$ cat src/rtl/game_pkg.sv
// rtl/game_pkg.sv - shared types and constants for the game round sequencer
//
// Purpose: state encoding, player/geometry constants and a popcount helper
//          used by game_round_ctrl.
// Ports:   none (package).
package game_pkg;

  localparam int NUM_PLAYERS = 4;
  localparam int LOC_W       = 9;

  // Playfield geometry; a player touching the bottom edge sits at
  // WINDOW_H - PLAYER_H.
  localparam int WINDOW_H         = 480;
  localparam int PLAYER_H         = 40;
  localparam int DEATH_BOTTOM_DEF = WINDOW_H - PLAYER_H;

  typedef enum logic [1:0] {
    ST_IDLE      = 2'd0,
    ST_COUNTDOWN = 2'd1,
    ST_RUN       = 2'd2,
    ST_OVER      = 2'd3
  } state_t;

  function automatic logic [2:0] popcount4(input logic [NUM_PLAYERS-1:0] m);
    logic [2:0] c;
    c = '0;
    for (int i = 0; i < NUM_PLAYERS; i++) begin
      c = c + 3'(m[i]);
    end
    return c;
  endfunction

endpackage

$ cat src/rtl/btn_sync_edge.sv
// rtl/btn_sync_edge.sv - two-flop synchroniser with rising-edge pulse
//
// Purpose: brings an asynchronous button level into the clk_i domain and
//          emits a single-cycle pulse per rising edge; a held button
//          yields exactly one pulse.
// Ports:
//   clk_i    in   system clock
//   rst_i    in   asynchronous reset, active-low
//   din_i    in   raw asynchronous level
//   pulse_o  out  one-cycle pulse on synchronised rising edge
module btn_sync_edge (
  input  logic clk_i,
  input  logic rst_i,
  input  logic din_i,
  output logic pulse_o
);

  logic s1, s2, s3;

  always_ff @(posedge clk_i or negedge rst_i) begin
    if (!rst_i) begin
      s1 <= 1'b0;
      s2 <= 1'b0;
      s3 <= 1'b0;
    end else begin
      s1 <= din_i;
      s2 <= s1;
      s3 <= s2;
    end
  end

  assign pulse_o = s2 & ~s3;

endmodule

$ cat src/rtl/game_round_ctrl.sv
// rtl/game_round_ctrl.sv - round sequencer for the 4-player gravity-runner
//
// Purpose: latches the roster on new-game, runs a blank-line countdown,
//          then a random-line run phase, detects deaths and declares a
//          winner or draw, freezing until the next new-game press.
// Optional: GAME_ROUND_SCORE_EN enables per-player survival counters;
//           when undefined score_o is tied to zero.
// Ports:
//   clk_i           in   system clock
//   rst_i           in   asynchronous reset, active-low
//   new_game_i      in   raw new-game button level (asynchronous)
//   tick_i          in   single-cycle game-tick strobe
//   player_en_i     in   [3:0] raw player enable switches
//   player_loc_i    in   [35:0] packed y-locations, player n at [9n+8:9n]
//   state_o         out  [1:0] IDLE/COUNTDOWN/RUN/OVER
//   line_type_o     out  0 solid lines, 1 random gaps
//   run_o           out  high in COUNTDOWN and RUN
//   alive_o         out  [3:0] per-player alive mask
//   winner_valid_o  out  high in OVER
//   winner_o        out  [3:0] one-hot winner, 0 = draw
//   score_o         out  [63:0] packed survival counts, player n at [16n+15:16n]
module game_round_ctrl
  import game_pkg::*;
#(
  parameter int WAIT_START   = 3000,
  parameter int DEATH_TOP    = 0,
  parameter int DEATH_BOTTOM = DEATH_BOTTOM_DEF,
  parameter int TICK_W       = 16
) (
  input  logic                          clk_i,
  input  logic                          rst_i,
  input  logic                          new_game_i,
  input  logic                          tick_i,
  input  logic [NUM_PLAYERS-1:0]        player_en_i,
  input  logic [NUM_PLAYERS*LOC_W-1:0]  player_loc_i,
  output logic [1:0]                    state_o,
  output logic                          line_type_o,
  output logic                          run_o,
  output logic [NUM_PLAYERS-1:0]        alive_o,
  output logic                          winner_valid_o,
  output logic [NUM_PLAYERS-1:0]        winner_o,
  output logic [NUM_PLAYERS*TICK_W-1:0] score_o
);

  localparam logic [LOC_W-1:0]  DT      = LOC_W'(DEATH_TOP);
  localparam logic [LOC_W-1:0]  DB      = LOC_W'(DEATH_BOTTOM);
  localparam logic [TICK_W-1:0] WS_LAST = TICK_W'(WAIT_START - 1);

  logic ng;

  btn_sync_edge u_ng_sync (
    .clk_i   (clk_i),
    .rst_i   (rst_i),
    .din_i   (new_game_i),
    .pulse_o (ng)
  );

  logic [NUM_PLAYERS-1:0] en_s1, en_s2;

  state_t                 state_q, state_d;
  logic                   line_type_q, line_type_d;
  logic                   run_q, valid_q;
  logic [NUM_PLAYERS-1:0] alive_q, alive_d;
  logic [NUM_PLAYERS-1:0] winner_q, winner_d;
  logic [NUM_PLAYERS-1:0] roster_q, roster_d;
  logic [TICK_W-1:0]      cnt_q, cnt_d;

  logic [NUM_PLAYERS-1:0] dead;
  logic [NUM_PLAYERS-1:0] alive_post;
  logic                   round_end;

  always_comb begin
    dead = '0;
    for (int n = 0; n < NUM_PLAYERS; n++) begin
      dead[n] = (player_loc_i[n*LOC_W +: LOC_W] <= DT) ||
                (player_loc_i[n*LOC_W +: LOC_W] >= DB);
    end
  end

  // End condition uses the mask after this tick's deaths; a solo round
  // only ends when its single player dies.
  always_comb begin
    alive_post = alive_q & ~dead;
    if (popcount4(roster_q) >= 3'd2) begin
      round_end = (popcount4(alive_post) <= 3'd1);
    end else begin
      round_end = (popcount4(alive_post) == 3'd0);
    end
  end

  always_ff @(posedge clk_i or negedge rst_i) begin
    if (!rst_i) begin
      en_s1 <= '0;
      en_s2 <= '0;
    end else begin
      en_s1 <= player_en_i;
      en_s2 <= en_s1;
    end
  end

  always_comb begin
    state_d     = state_q;
    line_type_d = line_type_q;
    alive_d     = alive_q;
    winner_d    = winner_q;
    roster_d    = roster_q;
    cnt_d       = cnt_q;
    if (ng && en_s2 != '0) begin
      state_d     = ST_COUNTDOWN;
      line_type_d = 1'b0;
      roster_d    = en_s2;
      alive_d     = en_s2;
      winner_d    = '0;
      cnt_d       = '0;
    end else if (ng && state_q != ST_IDLE) begin
      state_d     = ST_IDLE;
      line_type_d = 1'b0;
      roster_d    = '0;
      alive_d     = '0;
      winner_d    = '0;
    end else begin
      case (state_q)
        ST_COUNTDOWN: begin
          if (tick_i) begin
            if (cnt_q == WS_LAST) begin
              state_d     = ST_RUN;
              line_type_d = 1'b1;
            end else begin
              cnt_d = cnt_q + 1'b1;
            end
          end
        end
        ST_RUN: begin
          if (tick_i) begin
            alive_d = alive_post;
            if (round_end) begin
              state_d  = ST_OVER;
              winner_d = alive_post;
            end
          end
        end
        default: ;
      endcase
    end
  end

  always_ff @(posedge clk_i or negedge rst_i) begin
    if (!rst_i) begin
      state_q     <= ST_IDLE;
      line_type_q <= 1'b0;
      run_q       <= 1'b0;
      valid_q     <= 1'b0;
      alive_q     <= '0;
      winner_q    <= '0;
      roster_q    <= '0;
      cnt_q       <= '0;
    end else begin
      state_q     <= state_d;
      line_type_q <= line_type_d;
      run_q       <= (state_d == ST_COUNTDOWN) || (state_d == ST_RUN);
      valid_q     <= (state_d == ST_OVER);
      alive_q     <= alive_d;
      winner_q    <= winner_d;
      roster_q    <= roster_d;
      cnt_q       <= cnt_d;
    end
  end

  assign state_o        = state_q;
  assign line_type_o    = line_type_q;
  assign run_o          = run_q;
  assign alive_o        = alive_q;
  assign winner_valid_o = valid_q;
  assign winner_o       = winner_q;

`ifdef GAME_ROUND_SCORE_EN
  logic [TICK_W-1:0] score_q [NUM_PLAYERS];
  logic              start;

  assign start = ng && (en_s2 != '0);

  // Counts players alive before this tick's death update, so a player
  // dying on a tick is still credited for it.
  always_ff @(posedge clk_i or negedge rst_i) begin
    if (!rst_i) begin
      for (int n = 0; n < NUM_PLAYERS; n++) score_q[n] <= '0;
    end else if (start) begin
      for (int n = 0; n < NUM_PLAYERS; n++) score_q[n] <= '0;
    end else if (!ng && state_q == ST_RUN && tick_i) begin
      for (int n = 0; n < NUM_PLAYERS; n++) begin
        if (alive_q[n] && score_q[n] != '1) score_q[n] <= score_q[n] + 1'b1;
      end
    end
  end

  always_comb begin
    score_o = '0;
    for (int n = 0; n < NUM_PLAYERS; n++) begin
      score_o[n*TICK_W +: TICK_W] = score_q[n];
    end
  end
`else
  assign score_o = '0;
`endif

endmodule

$ cat config.mk
export PLATFORM = sky130hd
export DESIGN_NAME = game_round_ctrl
export DESIGN_NICKNAME = d
export VERILOG_FILES = /design/src/rtl/game_pkg.sv /design/src/rtl/btn_sync_edge.sv /design/src/rtl/game_round_ctrl.sv
export SDC_FILE = /design/constraint.sdc
export NUM_CORES = 1
export LEC_CHECK = 0
export CAP_MARGIN = 30
export CORE_AREA = 2 2 85 87
export CTS_BUF_LIST = sky130_fd_sc_hd__clkbuf_16
export CTS_CLUSTER_SIZE = 10
export DETAILED_ROUTE_END_ITERATION = 6
export DIE_AREA = 0 0 87 89
export PLACE_DENSITY = 0.9
export SLEW_MARGIN = 20
export SYNTH_ARGS = -nofsm -noshare
export SYNTH_HDL_FRONTEND = slang
export SYNTH_HIERARCHICAL = 1
export SYNTH_SLANG_ARGS = --single-unit
$ cat constraint.sdc
create_clock -name clk_i -period 4.16 [get_ports clk_i]
set_clock_uncertainty 0.05 [all_clocks]
set_input_delay 0.416 -clock clk_i [delete_from_list [all_inputs] [get_ports clk_i]]
set_output_delay 0.416 -clock clk_i [all_outputs]
set_load 0.03 [all_outputs]
==> results.sh <==
export IMPL_outcome="finished clean"
export IMPL_p_per_area_nw_per_um2=352.3
export IMPL_start_util_pct=42.40
export IMPL_start_kind="input pin"
export IMPL_grt_pass1_vias=2105
export IMPL_layout_min_cycle_time_ps=3516
export IMPL_mostFrequentLayoutCells="64 x conb_1, 55 x clkdlybuf4s50_1, 44 x dfrtp_1"
export IMPL_p_switching_uw=403.8
export IMPL_rsz0062_at_grt="false"
export IMPL_startpoint="player_loc_i[3]"
export IMPL_clkPwrFrac_pct=33.4
export IMPL_synth_flop_cell="dfrtp_1"
export IMPL_num_rows=30
export IMPL_final_nets=414
export IMPL_worst_skew_pair_late_latency_ps=290
export IMPL_grt_max_degree=45
export IMPL_die_area_sq_um=7743
export IMPL_hpwl_um=4348
export IMPL_ys_ff_latch=44
export IMPL_cp_max_fo=2
export IMPL_critical_path_buf_inv_count=2
export IMPL_htreeDepth=2
export IMPL_cp_cell_sequence="clkdlybuf4s50_1 -> nor4_1 -> nand3_1 -> nor2b_1 -> fa_1 -> ha_1 -> inv_1 -> ha_1 -> nor4b_1 -> o311a_1 -> a311o_1 -> ha_1"
export IMPL_io_pins=121
export IMPL_fin_ws_ps=643.6
export IMPL_yosysWarnings=6
export IMPL_crit_top_cell="ha_1"
export IMPL_instances_no_fill=440
export IMPL_routed_wirelength_um=5634
export IMPL_hold_violations=0
export IMPL_setup_viol=0
export IMPL_max_slew_worst_pin_slew_ps=579.3
export IMPL_p_sw_share_pct=33.55
export IMPL_hp_class="in2async"
export IMPL_cp_required_ps=4280
export IMPL_drt_vias_per_instance=5.034
export IMPL_io_buffer_count=56
export IMPL_drive_above_1_share_pct=5.556
export IMPL_vias=2215
export IMPL_cts_inserted_buffers=5
export IMPL_gp_congestion=0.7873
export IMPL_cts_buffer_depth=2
export IMPL_dp_slack_ps=358.2
export IMPL_crit_path_max_incr_delay_ps=550
export IMPL_postCtsSetupBuffers=0
export IMPL_slew_viol_final=0
export IMPL_antennaDiodeCount=0
export IMPL_cp_top_family="adder cells"
export IMPL_postSynthAreaPerCell_sq_um=9.403
export IMPL_synth_cell_types=46
export IMPL_ys_seq_area_share_pct=38.65
export IMPL_ant_nets=0
export IMPL_async_reset_ff_share_pct=100.0
export IMPL_dieHeight_um=89
export IMPL_cts_tree="built"
export IMPL_clock_sinks=44
export IMPL_path_clk_slew_ps=70
export IMPL_intPower_uw=799.8
export IMPL_pwr_share_comb_pct=26.4
export IMPL_power_frac_seq_pct=40.2
export IMPL_die_x_um=87
export IMPL_worstSetupEndpointType="register"
export IMPL_maxCapViolCount=0
export IMPL_grt_pass1_wl_um=9163
export IMPL_cp_slowest_cell="fa_1"
export IMPL_layout_commonest_cell="conb_1"
export IMPL_vdd_drop_max_mv=0.1955
export IMPL_synth_edf_count=0
export IMPL_power_uw=1204
export IMPL_ctsHoldBuffers=0
export IMPL_synth_cells=303
export IMPL_fin_tns_setup_ps=0
export IMPL_antenna_found_initial=0
export IMPL_arrival_ps=3630
export IMPL_grtUsageTotal_pct=14.84
export IMPL_area_growth_pct=19.89
export IMPL_worstSetupPathType="in2reg"
export IMPL_r2r_start="alive_o[0]$_DFFE_PN0P_"
export IMPL_dpl_cell_count=431
export IMPL_core_sq_um=6719
export IMPL_fin_crit_sh_pct=84.53
export IMPL_clockRootBuffer="clkbuf_16"
export IMPL_fmax_ghz=0.2844
export IMPL_dr_pass1_iters=4
export IMPL_cts_resized=0
export IMPL_power_leakage_uw=0.001513
export IMPL_slew_headroom_pct=61.38
export IMPL_wl_per_cell_um=12.80
export IMPL_synth_area_sq_um=2849
export IMPL_drc=0
export IMPL_overflow=0
export IMPL_drt_iter0_drc=106
==> synth_stat cells, types with 2 or more instances <==
cell / number / area [sq um]
or4_1: 8 / 60.06
clkbuf_1: 6 / 22.52
and2_1: 4 / 25.02
nor2b_1: 4 / 25.02
and4_1: 2 / 17.52
inv_1: 10 / 37.54
nand3_1: 14 / 70.07
a21oi_1: 18 / 90.09
buf_2: 3 / 15.01
nor3_1: 5 / 25.02
nand2_1: 25 / 93.84
fa_1: 2 / 40.04
o21ai_0: 9 / 45.04
nand4_1: 7 / 43.79
nor2_1: 8 / 30.03
nor4_1: 4 / 25.02
or3_1: 4 / 25.02
dfrtp_1: 44 / 1101
o31ai_1: 7 / 52.55
mux2i_1: 9 / 90.09
nor4b_1: 2 / 17.52
nand2b_1: 2 / 12.51
buf_4: 64 / 480.5
a31oi_1: 4 / 25.02
xor2_1: 3 / 26.28
o21a_1: 4 / 30.03
nand3b_1: 4 / 30.03
ha_1: 9 / 112.6
==> power groups by stage <==
stage               Combinational [uW]  Clock, uW  Sequential, uW
global placement                   298          0             491
finish                             318        402             484
floorplan                          234          0             508
CTS                                314        409             484
detailed placement                 309          0             492
global route                       347        425             488
==> state kept, by name, indices dropped and copies added (netlist names) <==
name and flops:
winner_valid_o 1, u_ng_sync/s2 1, state_o 2, winner_o 4, en_s2 4, u_ng_sync/s1 1, u_ng_sync/s3 1, cnt_q 16
en_s1 4, line_type_o 1, alive_o 4, roster_q 4, run_o 1
==> logic make-up after synthesis <==
logic type / synth area share (%)
compound gates: 10.94
xor+xnor: 0.9224
fa+ha+maj: 5.358
buf+inv: 19.50
flops: 38.65
mux: 3.162
other cells: 0.1316
simple gates: 21.34
==> final timing paths <==
kind,end,slack [ps],cells after the start
setup / recovery,run_o$_DFF_PN0_,640,12
setup reg to reg,run_o$_DFF_PN0_,1170,10
max in group asynchronous,line_type_o$_DFFE_PN0P_,3530,2
min in group clk_i,en_s2[0]$_DFF_PN0_,300,0
hold / removal,en_s1[3]$_DFF_PN0_,40,1
hold reg to reg,en_s2[0]$_DFF_PN0_,300,0
==> through the flow <==
| step | util [%] | instance area (sq um) | hold WS (ps) |
|---|---|---|---|
| finish | 50.84 | 3416 | 35.24 |
| global route | 50.84 | 3416 | 77.92 |
| CTS | 50.43 | 3388 | 261.0 |
| detailed placement | 48.19 | 3238 | 290.3 |
| global placement | 48.19 | 3238 | 284.2 |
| floorplan | - | 3085 | 70.41 |
==> cell type report <==
| class | count | area [sq um] |
|---|---|---|
| fillers | 599 | 3303 |
| multi-input cells | 239 | 1429 |
| flip-flops and latches | 44 | 1101 |
| repair buffers | 59 | 598.1 |
| clock buffers | 5 | 125.1 |
| well taps | 80 | 100.1 |
| inverters | 10 | 37.54 |
| clock inverters | 3 | 25.02 |
==> metal layers <==
metal	GRT usage [%]	part of all wire [%]	up-vias	routed length, um
met3	3.509	5.9	8	334
met1	16.13	39	1052	2175
met4	6.676	1.8	0	100
li1	-	-	1055	-
met2	27.41	54	100	3023
met5	0	0	-	0
Power figures use the tool's default switching activity.
